$ cat config.mk
export PLATFORM = sky130hd
export DESIGN_NAME = mem_arbiter_flat
export DESIGN_NICKNAME = d
export VERILOG_FILES = /design/src/rtl/mem_arbiter_if.sv /design/src/rtl/mem_arbiter.sv /design/src/flat_wrapper.sv
export SDC_FILE = /design/constraint.sdc
export NUM_CORES = 1
export LEC_CHECK = 0
export CAP_MARGIN = 20
export CORE_MARGIN = 10
export CORE_UTILIZATION = 38
export DETAILED_ROUTE_END_ITERATION = 16
export HOLD_SLACK_MARGIN = 0.05
export MAX_ROUTING_LAYER = met4
export PLACE_DENSITY = 0.81
export SYNTH_ARGS = -nofsm -noshare
export SYNTH_HDL_FRONTEND = slang
export SYNTH_SLANG_ARGS = --single-unit
$ cat constraint.sdc
create_clock -name clk -period 2 [get_ports clk]
set_input_delay 0.2 -clock clk [delete_from_list [all_inputs] [get_ports clk]]
set_output_delay 0.2 -clock clk [all_outputs]
set_load 0.02 [all_outputs]
$ cat src/rtl/mem_arbiter_if.sv
// CPU/memory bundle for mem_arbiter; the boot-loader port exists
// only when MEMARB_LOADER_EN is defined.
interface mem_arbiter_if #(
  parameter int AW = 16,
  parameter int DW = 16
);
  logic          if_req;
  logic [AW-1:0] if_addr;
  logic [DW-1:0] if_instr;
  logic          if_valid;
  logic          d_rd;
  logic          d_wr;
  logic [AW-1:0] d_addr;
  logic [DW-1:0] d_wdata;
  logic [DW-1:0] d_rdata;
  logic          d_done;
  logic          stall;
  logic [AW-1:0] mem_addr;
  logic [DW-1:0] mem_wdata;
  logic          mem_rd;
  logic          mem_wr;
  logic [DW-1:0] mem_rdata;
`ifdef MEMARB_LOADER_EN
  logic          ld_req;
  logic [AW-1:0] ld_addr;
  logic [DW-1:0] ld_wdata;
  logic          ld_ack;
`endif

  modport slave (
    input  if_req, if_addr,
    input  d_rd, d_wr, d_addr, d_wdata,
    input  mem_rdata,
`ifdef MEMARB_LOADER_EN
    input  ld_req, ld_addr, ld_wdata,
    output ld_ack,
`endif
    output if_instr, if_valid,
    output d_rdata, d_done, stall,
    output mem_addr, mem_wdata,
    output mem_rd, mem_wr
  );

  modport master (
    output if_req, if_addr,
    output d_rd, d_wr, d_addr, d_wdata,
    output mem_rdata,
`ifdef MEMARB_LOADER_EN
    output ld_req, ld_addr, ld_wdata,
    input  ld_ack,
`endif
    input  if_instr, if_valid,
    input  d_rdata, d_done, stall,
    input  mem_addr, mem_wdata,
    input  mem_rd, mem_wr
  );
endinterface

$ cat src/rtl/mem_arbiter.sv
// Fetch/data arbiter for one multi-cycle single-port memory.
// Define MEMARB_LOADER_EN to add a top-priority write-only loader.
module mem_arbiter #(
  parameter int AW           = 16,
  parameter int DW           = 16,
  parameter int WAIT_CYCLES  = 2,
  parameter int STARVE_LIMIT = 4
) (
  input logic          clk,
  input logic          reset,
  mem_arbiter_if.slave bus
);
  localparam int CW =
    (WAIT_CYCLES > 1) ? $clog2(WAIT_CYCLES) : 1;
  localparam int SW = $clog2(STARVE_LIMIT + 1);

  typedef enum logic [1:0] {
    S_IDLE, S_ACCESS, S_DONE
  } state_e;

  typedef enum logic [1:0] {
    OWN_IF, OWN_D, OWN_LD
  } owner_e;

  state_e        r_state;
  owner_e        r_owner;
  logic [CW-1:0] r_cnt;
  logic [SW-1:0] r_starve;
  logic [AW-1:0] r_mem_addr;
  logic [DW-1:0] r_mem_wdata;
  logic          r_mem_rd;
  logic          r_mem_wr;
  logic [DW-1:0] r_if_instr;
  logic          r_if_valid;
  logic [DW-1:0] r_d_rdata;
  logic          r_d_done;
`ifdef MEMARB_LOADER_EN
  logic          r_ld_ack;
`endif

  logic w_d_req;
  logic w_starved;
  logic w_gnt_ld;
  logic w_gnt_d;
  logic w_gnt_if;
  logic w_stall;

  always_comb begin
    w_d_req   = bus.d_rd | bus.d_wr;
    w_starved = bus.if_req &
      (r_starve >= SW'(STARVE_LIMIT));
    w_gnt_ld  = 1'b0;
`ifdef MEMARB_LOADER_EN
    w_gnt_ld  = bus.ld_req;
`endif
    w_gnt_d   = ~w_gnt_ld & w_d_req & ~w_starved;
    w_gnt_if  = ~w_gnt_ld & ~w_gnt_d & bus.if_req;
  end

  always_comb begin
    w_stall = (bus.if_req | w_d_req) &
      ~(r_if_valid | r_d_done);
`ifdef MEMARB_LOADER_EN
    w_stall = w_stall | bus.ld_req;
`endif
    w_stall = w_stall & reset;
  end

  always_ff @(posedge clk or negedge reset) begin
    if (!reset) begin
      r_state     <= S_IDLE;
      r_owner     <= OWN_IF;
      r_cnt       <= '0;
      r_starve    <= '0;
      r_mem_addr  <= '0;
      r_mem_wdata <= '0;
      r_mem_rd    <= 1'b0;
      r_mem_wr    <= 1'b0;
      r_if_instr  <= '0;
      r_if_valid  <= 1'b0;
      r_d_rdata   <= '0;
      r_d_done    <= 1'b0;
`ifdef MEMARB_LOADER_EN
      r_ld_ack    <= 1'b0;
`endif
    end else begin
      r_if_valid <= 1'b0;
      r_d_done   <= 1'b0;
`ifdef MEMARB_LOADER_EN
      r_ld_ack   <= 1'b0;
`endif
      if (!bus.if_req)
        r_starve <= '0;
      unique case (r_state)
        S_IDLE: begin
          r_cnt <= CW'(WAIT_CYCLES - 1);
          unique case (1'b1)
`ifdef MEMARB_LOADER_EN
            w_gnt_ld: begin
              r_owner     <= OWN_LD;
              r_mem_addr  <= bus.ld_addr;
              r_mem_wdata <= bus.ld_wdata;
              r_mem_wr    <= 1'b1;
              r_state     <= S_ACCESS;
            end
`endif
            w_gnt_d: begin
              r_owner     <= OWN_D;
              r_mem_addr  <= bus.d_addr;
              r_mem_wdata <= bus.d_wdata;
              // write wins when both ops are requested
              r_mem_wr    <= bus.d_wr;
              r_mem_rd    <= ~bus.d_wr;
              r_state     <= S_ACCESS;
              if (bus.if_req &&
                  r_starve < SW'(STARVE_LIMIT))
                r_starve <= r_starve + 1'b1;
            end
            w_gnt_if: begin
              r_owner    <= OWN_IF;
              r_mem_addr <= bus.if_addr;
              r_mem_rd   <= 1'b1;
              r_state    <= S_ACCESS;
              r_starve   <= '0;
            end
            default: ;
          endcase
        end
        S_ACCESS: begin
          if (r_cnt == '0) begin
            r_mem_rd <= 1'b0;
            r_mem_wr <= 1'b0;
            r_state  <= S_DONE;
            unique case (r_owner)
              OWN_IF: begin
                r_if_valid <= 1'b1;
                r_if_instr <= bus.mem_rdata;
              end
              OWN_D: begin
                r_d_done <= 1'b1;
                if (!r_mem_wr)
                  r_d_rdata <= bus.mem_rdata;
              end
              default: begin
`ifdef MEMARB_LOADER_EN
                r_ld_ack <= 1'b1;
`endif
              end
            endcase
          end else begin
            r_cnt <= r_cnt - 1'b1;
          end
        end
        S_DONE: r_state <= S_IDLE;
        default: r_state <= S_IDLE;
      endcase
    end
  end

  assign bus.mem_addr  = r_mem_addr;
  assign bus.mem_wdata = r_mem_wdata;
  assign bus.mem_rd    = r_mem_rd;
  assign bus.mem_wr    = r_mem_wr;
  assign bus.if_instr  = r_if_instr;
  assign bus.if_valid  = r_if_valid;
  assign bus.d_rdata   = r_d_rdata;
  assign bus.d_done    = r_d_done;
  assign bus.stall     = w_stall;
`ifdef MEMARB_LOADER_EN
  assign bus.ld_ack    = r_ld_ack;
`endif
endmodule

$ cat src/flat_wrapper.sv
// flat-port wrapper written by rule: the top's interface ports become plain ports
module mem_arbiter_flat 
#(
  parameter int AW           = 16,
  parameter int DW           = 16,
  parameter int WAIT_CYCLES  = 2,
  parameter int STARVE_LIMIT = 4
)
  (clk, reset, bus_if_req, bus_if_addr, bus_d_rd, bus_d_wr, bus_d_addr, bus_d_wdata, bus_mem_rdata, bus_if_instr, bus_if_valid, bus_d_rdata, bus_d_done, bus_stall, bus_mem_addr, bus_mem_wdata, bus_mem_rd, bus_mem_wr);
  mem_arbiter_if #(.AW(AW), .DW(DW)) bus_i ();
  input logic clk;
  input logic reset;
  input wire logic [$bits(bus_i.if_req)-1:0] bus_if_req;
  input wire logic [$bits(bus_i.if_addr)-1:0] bus_if_addr;
  input wire logic [$bits(bus_i.d_rd)-1:0] bus_d_rd;
  input wire logic [$bits(bus_i.d_wr)-1:0] bus_d_wr;
  input wire logic [$bits(bus_i.d_addr)-1:0] bus_d_addr;
  input wire logic [$bits(bus_i.d_wdata)-1:0] bus_d_wdata;
  input wire logic [$bits(bus_i.mem_rdata)-1:0] bus_mem_rdata;
  output wire logic [$bits(bus_i.if_instr)-1:0] bus_if_instr;
  output wire logic [$bits(bus_i.if_valid)-1:0] bus_if_valid;
  output wire logic [$bits(bus_i.d_rdata)-1:0] bus_d_rdata;
  output wire logic [$bits(bus_i.d_done)-1:0] bus_d_done;
  output wire logic [$bits(bus_i.stall)-1:0] bus_stall;
  output wire logic [$bits(bus_i.mem_addr)-1:0] bus_mem_addr;
  output wire logic [$bits(bus_i.mem_wdata)-1:0] bus_mem_wdata;
  output wire logic [$bits(bus_i.mem_rd)-1:0] bus_mem_rd;
  output wire logic [$bits(bus_i.mem_wr)-1:0] bus_mem_wr;
  assign bus_i.if_req = bus_if_req;
  assign bus_i.if_addr = bus_if_addr;
  assign bus_i.d_rd = bus_d_rd;
  assign bus_i.d_wr = bus_d_wr;
  assign bus_i.d_addr = bus_d_addr;
  assign bus_i.d_wdata = bus_d_wdata;
  assign bus_i.mem_rdata = bus_mem_rdata;
  assign bus_if_instr = bus_i.if_instr;
  assign bus_if_valid = bus_i.if_valid;
  assign bus_d_rdata = bus_i.d_rdata;
  assign bus_d_done = bus_i.d_done;
  assign bus_stall = bus_i.stall;
  assign bus_mem_addr = bus_i.mem_addr;
  assign bus_mem_wdata = bus_i.mem_wdata;
  assign bus_mem_rd = bus_i.mem_rd;
  assign bus_mem_wr = bus_i.mem_wr;
  mem_arbiter #(.AW(AW), .DW(DW), .WAIT_CYCLES(WAIT_CYCLES), .STARVE_LIMIT(STARVE_LIMIT)) u_core (.clk(clk), .reset(reset), .bus(bus_i));
endmodule
After elaboration in Yosys (flattened, before gate mapping)
Index checks and enable logic that the tools add are counted.
Cells by class
  add/subtract/negate cells: 2
  $lt $le $gt $ge: 2
  equal/unequal tests: 6
  muxes and demuxes: 22
  bitwise gates (word level): 14
  reductions and logical operators: 13
Operators with widths (count)
  16-bit case mux with 2 select lines: 1
  1-bit two-way mux: 9
  3-bit two-way mux: 3
  3-bit AND reduction: 3
  1-bit case mux with 2 select lines: 4
  2-bit case mux with 2 select lines: 2
  1-bit inverter: 6
  3-bit case mux with 2 select lines: 1
  2-bit AND reduction: 3
  1-bit bitwise AND: 5
  2-bit by 1-bit equality test with 1-bit output, second input constant: 2
  2-bit zero test: 2
  2-bit two-way mux: 2
  2-bit inequality test, second input constant: 2
  4-bit AND reduction: 1
  2-bit nonzero test: 2
  3-bit by 1-bit adder with 3-bit output, second input constant: 1
  3-bit >= comparator, second input constant: 1
  3-bit less-than comparator, second input constant: 1
  3-bit by 1-bit inequality test with 1-bit output, second input constant: 1
  1-bit bitwise OR: 3
  2-bit by 1-bit inequality test with 1-bit output, second input constant: 1
  2-bit OR reduction: 1
  1-bit logical AND: 1
  1-bit subtractor, second input constant: 1
Storage, ports and cells
  flip-flop bits (word level): 76
  input bits: 69
  output and inout port bits: 69

Logic depth before layout (Yosys ltp)
Gate-level depths: netlist of the first run.
  depth in word-level cells: 9
  depth in mapped cells: 7

Worst setup path before layout of the first run
No wires, ideal clock.
  kind: flip-flop to flip-flop
  from: register u_core.r_state[1]
  to: register u_core.r_d_rdata[10], in the netlist u_core.bus.d_rdata[10]
  arrival time: 1.789 ns
  data required time: 1.875 ns
  setup slack: 0.086 ns
  cell stages (with the launch flop): 7
  buffers on the path: 3
  period minus slack after synthesis: 1.914 ns
  cells stage by stage: dfrtp_1 -> or3b_1 -> buf_2 -> or3_1 -> buf_6 -> buf_12 -> mux2_4
On the way
  word-level cells in the longest chain between the ends: 2
RTL lines
  start: declaration: line mem_arbiter.sv:25  | state_e r_state;
  start signal: assignment: line mem_arbiter.sv:71  | r_state <= S_IDLE;
  start signal: assignment: line mem_arbiter.sv:114  | r_state <= S_ACCESS;
  start signal: assignment: line mem_arbiter.sv:123  | r_state <= S_ACCESS;
  2-bit by 1-bit equality test with 1-bit output: line mem_arbiter.sv:94  | unique case (r_state)
  4-bit AND reduction (no line)
  end signal: assignment: line mem_arbiter.sv:142  | r_d_rdata <= bus.mem_rdata;
  end: declaration: line mem_arbiter.sv:35  | logic [DW-1:0] r_d_rdata;
No other way between the ends.
A chain may end at the register's enable or synchronous reset.

Worst setup path after layout of the first run
  from: register u_core.r_state[1]
  to: register u_core.r_d_rdata[11], in the netlist u_core.bus.d_rdata[11]
Same word-level chain as after synthesis.

==> key figures, run 1 <==
Critical path
  • Worst EP required: around 2200 ps
  • CP arrival: just over 2000 ps
  • Crit-path cells: or3b_1, or3_1, buf_4, mux2_4
  • Largest stage delay, worst path: 450 ps
  • Setup crit start kind: flop
  • Critical path class: flop to flop
  • CP Max Fanout: 16
  • Worst setup EP type: flop
  • Slowest CP cell: dfrtp_1

Synthesis
  • Seq cells post-synth: 75
  • Post-Syn Area per Cell: approximately 13 sq um
  • Synth top area cells: dfrtp_1, mux2_2, mux2_4, a31oi_1, o21ai_0
  • Sequential fraction of the synthesis area: 0.6041
  • Unique cell type count in the Yosys netlist: 29
  • Cell count after synthesis: 238
  • Yosys top cell by area: dfrtp_1
  • Main flop type after synthesis: dfrtp_1
  • Cell area after synthesis: between 3000 and 4000 sq um
  • Top-area cell type share of the netlist area: 0.6041
  • Count leader, synth: dfrtp_1
  • Post-synth top cells: dfrtp_1, mux2_2, o21ai_0
  • Syn nets: between 300 and 400
  • Synth async-reset ratio: 1.000
  • Synth Warn #: 0
  • Number of enable flip-flop cells after synthesis: 0

Routing
  • Routed Antenna Nets: 0
  • DRT iter0 DRCs: 130
  • Final wirelength: approximately 8900 microns
  • DR vias: 2471
  • Post-DR vias/cell: just over 5
  • Drt first pass iters: 4
  • Wire length per cell: between 15 and 20 microns
  • Post-route DRC: 0

Power
  • Leak Pwr: ~0.002 uW
  • Internal: 5204 uW
  • Switching share of power: 0.3578
  • Combinational share of power: 0.513
  • Peak supply drop: 0.0007954 V
  • Clock group share of total power: 0.155
  • Reg power frac: 0.332
  • Power Density: 1672 nW/um^2
  • Psw: 2899 uW

Timing
  • Unrepaired setup endpoints after global routing: false
  • Slew HR: 0.3841
  • Achievable Freq: roughly 540 MHz
  • Final setup viols: 0
  • Fin crit period: 1836 ps
  • Fin crit share: 0.9178
  • Final-report hold violation count: 0
  • Slew Limit Fails: 0
  • Worst hold margin: roughly 96 ps
  • Worst Max-Slew Pin Slew: around 920 ps
  • Clk_skew: ~6.7 ps

Clock network
  • Post_cts resized: 1
  • Cts bufs inserted: 9
  • Max Buffers Root-to-Sink: 2
  • Sink Count: 75
  • H-Tree Depth: 3
  • Hold_buf cts: 0
  • Root Buffer Master: clkbuf_8
  • CTS tree: built
  • Clk_lat worst skew: ~340 ps
  • Post-CTS setup repair buffer count: 0
  • Clk pin slew, worst setup/hold paths: around 70 ps

Cells and area
  • Final Net Count: roughly 450
  • Share of layout cells above drive strength 1: 0.2047
  • Final non-filler cell area: slightly below 5000 sq um
  • Syn-to-layout area delta: 55.98%

Floorplan
  • Initial Utilization: 0.3959
  • Die extent in x: approximately 110 microns
  • Core box area: ~7800 sq um
  • Total die area: between 10000 and 15000 sq um
  • # rows: 32
  • IO Pins: 138
  • Die Ht: ~110 microns

Placed design
  • Total placed instance area: around 4600 sq um
  • Routability Congestion: between 0.8 and 0.9
  • Post-DP HPWL: between 6000 and 7000 microns
  • Port Buf Inserts: between 100 and 150

Global routing
  • Largest net degree at the start of global routing: 76
  • Gr ovfl total: 0
  • Initial antenna violation count: 1
  • Global-route wire length before repair: between 10000 and 15000 microns
  • Total track usage: 0.1426
  • Vias in the first global route: 2586

Worst hold path
  • Hold Crit Class: input pin to asynchronous set/reset pin

Run status
  • Run status: finished clean

Flow run
  • Max-cap violations: 0
==> worst max-delay path, delay by kind of cell (launching register included) <==
family	cells	cell delay, ps
and+or+nand+nor	2	720
DFF	1	450
muxes	1	320
buffers and inverters	1	230
==> cells in the final DEF, fill, tap and decap left out, types with 3 or more instances in the layout <==
cell type,n
nand3_1,17
clkbuf_8,10
inv_1,3
buf_4,11
clkdlybuf4s50_1,135
a31oi_1,16
dfrtp_1,75
a21oi_1,19
nor2_1,4
o21ai_0,20
mux2_4,10
mux2_2,39
==> cell type report <==
type | instances | area [sq um]
clock buffer | 10 | 137.6
inverter | 3 | 11.26
fill | 638 | 3002
clock inverter | 5 | 77.57
sequential | 75 | 1877
multi-input combinational | 144 | 1130
tap | 102 | 127.6
antenna | 1 | 2.502
timing repair buffer | 149 | 1483
==> sequential cells by signal (all words and copies together) (netlist names) <==
name                  count
u_core.r_state            2
u_core.bus.mem_rd         1
u_core.bus.if_valid       1
u_core.bus.d_rdata       16
u_core.bus.mem_wdata     16
u_core.bus.if_instr      16
u_core.r_cnt              1
u_core.r_starve           3
u_core.bus.d_done         1
u_core.r_owner            1
u_core.bus.mem_wr         1
u_core.bus.mem_addr      16
==> power by group through the flow <==
stage | Clock (uW) | Combinational (uW) | Sequential [uW]
floorplan | 0 | 1350 | 3530
global placement | 0 | 4150 | 2690
detailed placement | 0 | 4240 | 2720
CTS | 1290 | 4240 | 2700
global route | 1360 | 4400 | 2790
finish | 1250 | 4160 | 2690
==> per-stage QoR <==
stage / power, uW / setup slack (ps) / cells / TNS (ps) / utilization
final: 8103 / 164.3 / 489 / 0 / 0.6175
after floorplan: 4882 / 85.84 / 238 / 0 / -
after global routing: 8551 / 108.4 / 489 / 0 / 0.6175
after CTS: 8225 / 158.3 / 488 / 0 / 0.6172
after detailed placement: 6958 / -94.61 / 473 / -967.0 / 0.5899
after global placement: 6833 / -38.37 / 473 / -77.02 / 0.5899
==> per-layer routing <==
layer,routed length (microns),up-vias,global-route usage
met4,231,0,0.04491
met2,4487,92,0.2344
met5,0,-,-
li1,-,1158,-
met1,3647,1199,0.1602
met3,522,22,0.04808
==> cell families (layout without fill, tap and decap cells) <==
kind of cell    Yosys count  after routing  share of synthesized area
fa+ha+maj                 1              1                   0.004027
other cells               0              1                          0
buf+inv                  19            167                    0.03222
compound gates           61             61                     0.1116
flops                    75             75                     0.6041
mux                      51             51                     0.1961
simple gates             31             31                    0.05195
==> path summary, 6_finish.rpt <==
check,startpoint,slack (ps),cells past startpoint,to
hold / removal,reset,100,2,u_core.bus.if_instr[0]
hold reg to reg,u_core.bus.mem_wdata[1],510,1,u_core.bus.mem_wdata[1]
min in group clk,bus_d_addr[2],440,3,u_core.bus.mem_addr[2]
max in group asynchronous,reset,1310,2,u_core.bus.mem_wdata[11]
setup / recovery,u_core.r_state[1],160,4,u_core.bus.d_rdata[11]
setup reg to reg,u_core.r_state[1],160,4,u_core.bus.d_rdata[11]
Power figures use the tool's default switching activity.
==> run 2: changes to the inputs <==
--- a/config.mk
+++ b/config.mk
@@ -6,6 +6,7 @@
 export NUM_CORES = 1
 export LEC_CHECK = 0
 export CAP_MARGIN = 20
+export CORE_ASPECT_RATIO = 0.7
 export CORE_MARGIN = 10
 export CORE_UTILIZATION = 38
 export DETAILED_ROUTE_END_ITERATION = 16
==> key figures, run 2 (synthesis gave the netlist of run 1 again) <==
Run status
  • Run status: finished clean

Critical path
  • Crit-path cells: or3b_1, or3_1, buf_12, mux2_4
  • Critical path class: flop to flop
  • CP arrival: 2010 ps (-50 ps)
  • Worst EP required: 2200 ps (-20 ps)
  • Largest stage delay, worst path: 440 ps (about the same)
  • Reg-to-Reg Start: u_core.r_state[1]
  • Setup crit start kind: flop
  • Buf+Inv Stages, Crit Path: 1 (unchanged)
  • CP top delay family: simple AND/OR/NAND/NOR gates
  • Worst setup EP type: flop
  • CP Max Fanout: 16 (unchanged)
  • Worst Setup SP: u_core.r_state[1]
  • Slowest CP cell: dfrtp_1

Clock network
  • Max Buffers Root-to-Sink: 2 (unchanged)
  • Post-CTS setup repair buffer count: 0 (unchanged)
  • Sink Count: 75 (unchanged)
  • Root Buffer Master: clkbuf_16
  • H-Tree Depth: 3 (unchanged)
  • Clk pin slew, worst setup/hold paths: 60 ps (about the same)
  • Hold_buf cts: 0 (unchanged)
  • Clk_lat worst skew: 320 ps (-20 ps)
  • Cts bufs inserted: 9 (unchanged)
  • CTS tree: built

Power
  • Leak Pwr: 0.002104 uW (+4.6%)
  • Power Density: 1762 nW/um^2 (+5.3%)
  • Peak supply drop: 0.0009294 V (+17%)

Placed design
  • DP Cell Count: 473 (unchanged)
  • Post-DP HPWL: 7067 microns (+5.6%)
  • Routability Congestion: 0.7838 (-5.4%)
  • Port Buf Inserts: 137 (unchanged)

Floorplan
  • Initial Utilization: 0.3930 (-0.002882)
  • Die extent in x: 128.1 microns (+16%)
  • # rows: 27 (-16%)
  • Die Ht: 95.65 microns (-13%)
  • Total die area: 12250 sq um (+0.47%)
  • IO Pins: 138 (unchanged)
  • Core box area: 7905 sq um (+0.73%)

Timing
  • Slew HR: 0.3695 (-0.01459)
  • Achievable Freq: 553.5 MHz (+1.6%)
  • Final setup viols: 0 (unchanged)
  • Worst hold margin: 108.6 ps (+12.36 ps)
  • Fin crit share: 0.9034 (-0.01444)
  • Final-report hold violation count: 0 (unchanged)
  • Unrepaired setup endpoints after global routing: false
  • Clk_skew: 6.255 ps (-0.4135 ps)
  • Fin crit period: 1807 ps (-28.88 ps)
  • Slew Limit Fails: 0 (unchanged)
  • Worst Max-Slew Pin Slew: 945.7 ps (+21.88 ps)

Routing
  • Drt first pass iters: 4 (unchanged)
  • Routed Antenna Nets: 0 (unchanged)
  • Wire length per cell: 19.04 microns (+4.7%)
  • DR vias: 2504 (+1.3%)
  • DRT iter0 DRCs: 213 (+64%)
  • Final wirelength: 9311 microns (+4.7%)
  • Post-route DRC: 0 (unchanged)
  • Post-DR vias/cell: 5.121 (+1.3%)

Global routing
  • Gr ovfl total: 0 (unchanged)
  • Largest net degree at the start of global routing: 76 (unchanged)
  • Initial antenna violation count: 0 (-1)
  • Global-route wire length before repair: 14720 microns (+5.2%)
  • Vias in the first global route: 2812 (+8.7%)
  • Total track usage: 0.1537 (+0.01114)

Cells and area
  • Leading cell type in the layout, fill and taps excluded: clkdlybuf4s50_1
  • Commonest cells after routing, fill and taps aside: clkdlybuf4s50_1, dfrtp_1, mux2_2
  • Final Net Count: 453 (+0.22%)
  • Syn-to-layout area delta: 61.34%
  • # diodes: 0 (-1)
  • Share of layout cells above drive strength 1: 0.2088 (+0.004100)
  • Cell Count, Final, Fillers Out: 489 (unchanged)

Worst hold path
  • Hold Crit Class: input pin to asynchronous set/reset pin

Flow run
  • Max-cap violations: 0 (unchanged)
==> run 2: changes by cell type in the layout (fill, tap and decap cells not counted) <==
cell,before,now
clkbuf_16,0,9
clkbuf_8,10,3
buf_12,2,3
bufinv_16,2,3
clkinv_2,2,1
clkinvlp_4,1,0
diode_2,1,0
dlygate4sd2_1,1,0
dlymetal6s2s_1,0,1
==> run 2: timing repair <==
item                                   in CTS  in global routing
gates resized for setup                     0                  1
endpoints found under the hold margin       0                  0
setup endpoints to repair                   0                  1
==> run 2: path summary, 6_finish.rpt <==
check	endpoint	slack (ps)	depth (start not counted)
min in group clk	u_core.bus.mem_addr[15]	460	3
min	u_core.bus.if_valid	110	2
max	u_core.bus.d_rdata[10]	190	4
max in group asynchronous	u_core.bus.mem_wdata[2]	1250	2
min reg2reg	u_core.bus.if_instr[0]	500	1
max reg2reg	u_core.bus.d_rdata[10]	190	4
==> run 2: routing by layer <==
| layer | track usage | vias to the layer above | wire length, microns |
|---|---|---|---|
| met5 | - | - | 0 |
| met4 | 0.03178 | 0 | 38 |
| met2 | 0.2394 | 120 | 4507 |
| met1 | 0.1836 | 1216 | 3938 |
| met3 | 0.06486 | 4 | 826 |
| li1 | - | 1164 | - |
==> run 2: layout make-up <==
cell class                 instances  area (sq um)
multi-input combinational        144          1130
inverter                           3         11.26
clock inverter                     4         95.09
tap                              101         126.4
sequential                        75          1877
timing repair buffer             150          1506
fill                             636          2893
clock buffer                      12         266.5
==> run 2: metrics by stage <==
| step | setup WS, ps | TNS (ps) | total power, uW | cell area, sq um | util |
|---|---|---|---|---|---|
| after global placement | 6.141 | 0 | 6848 | 4648 | 0.5880 |
| after global routing | 97.77 | 0 | 9336 | 5012 | 0.6341 |
| after CTS | 18.03 | 0 | 8973 | 5010 | 0.6337 |
| after floorplan | 85.84 | 0 | 4882 | 3107 | - |
| final | 193.2 | 0 | 8829 | 5012 | 0.6341 |
| after detailed placement | -63.02 | -266.2 | 7015 | 4648 | 0.5880 |
==> run 2: where the power goes <==
group | internal (uW) | switching, uW | leakage [uW]
Sequential | 2280 | 439 | 0.000882
Clock | 1320 | 590 | 0.000179
Combinational | 2230 | 1980 | 0.00104
Total | 5820 | 3000 | 0.00210
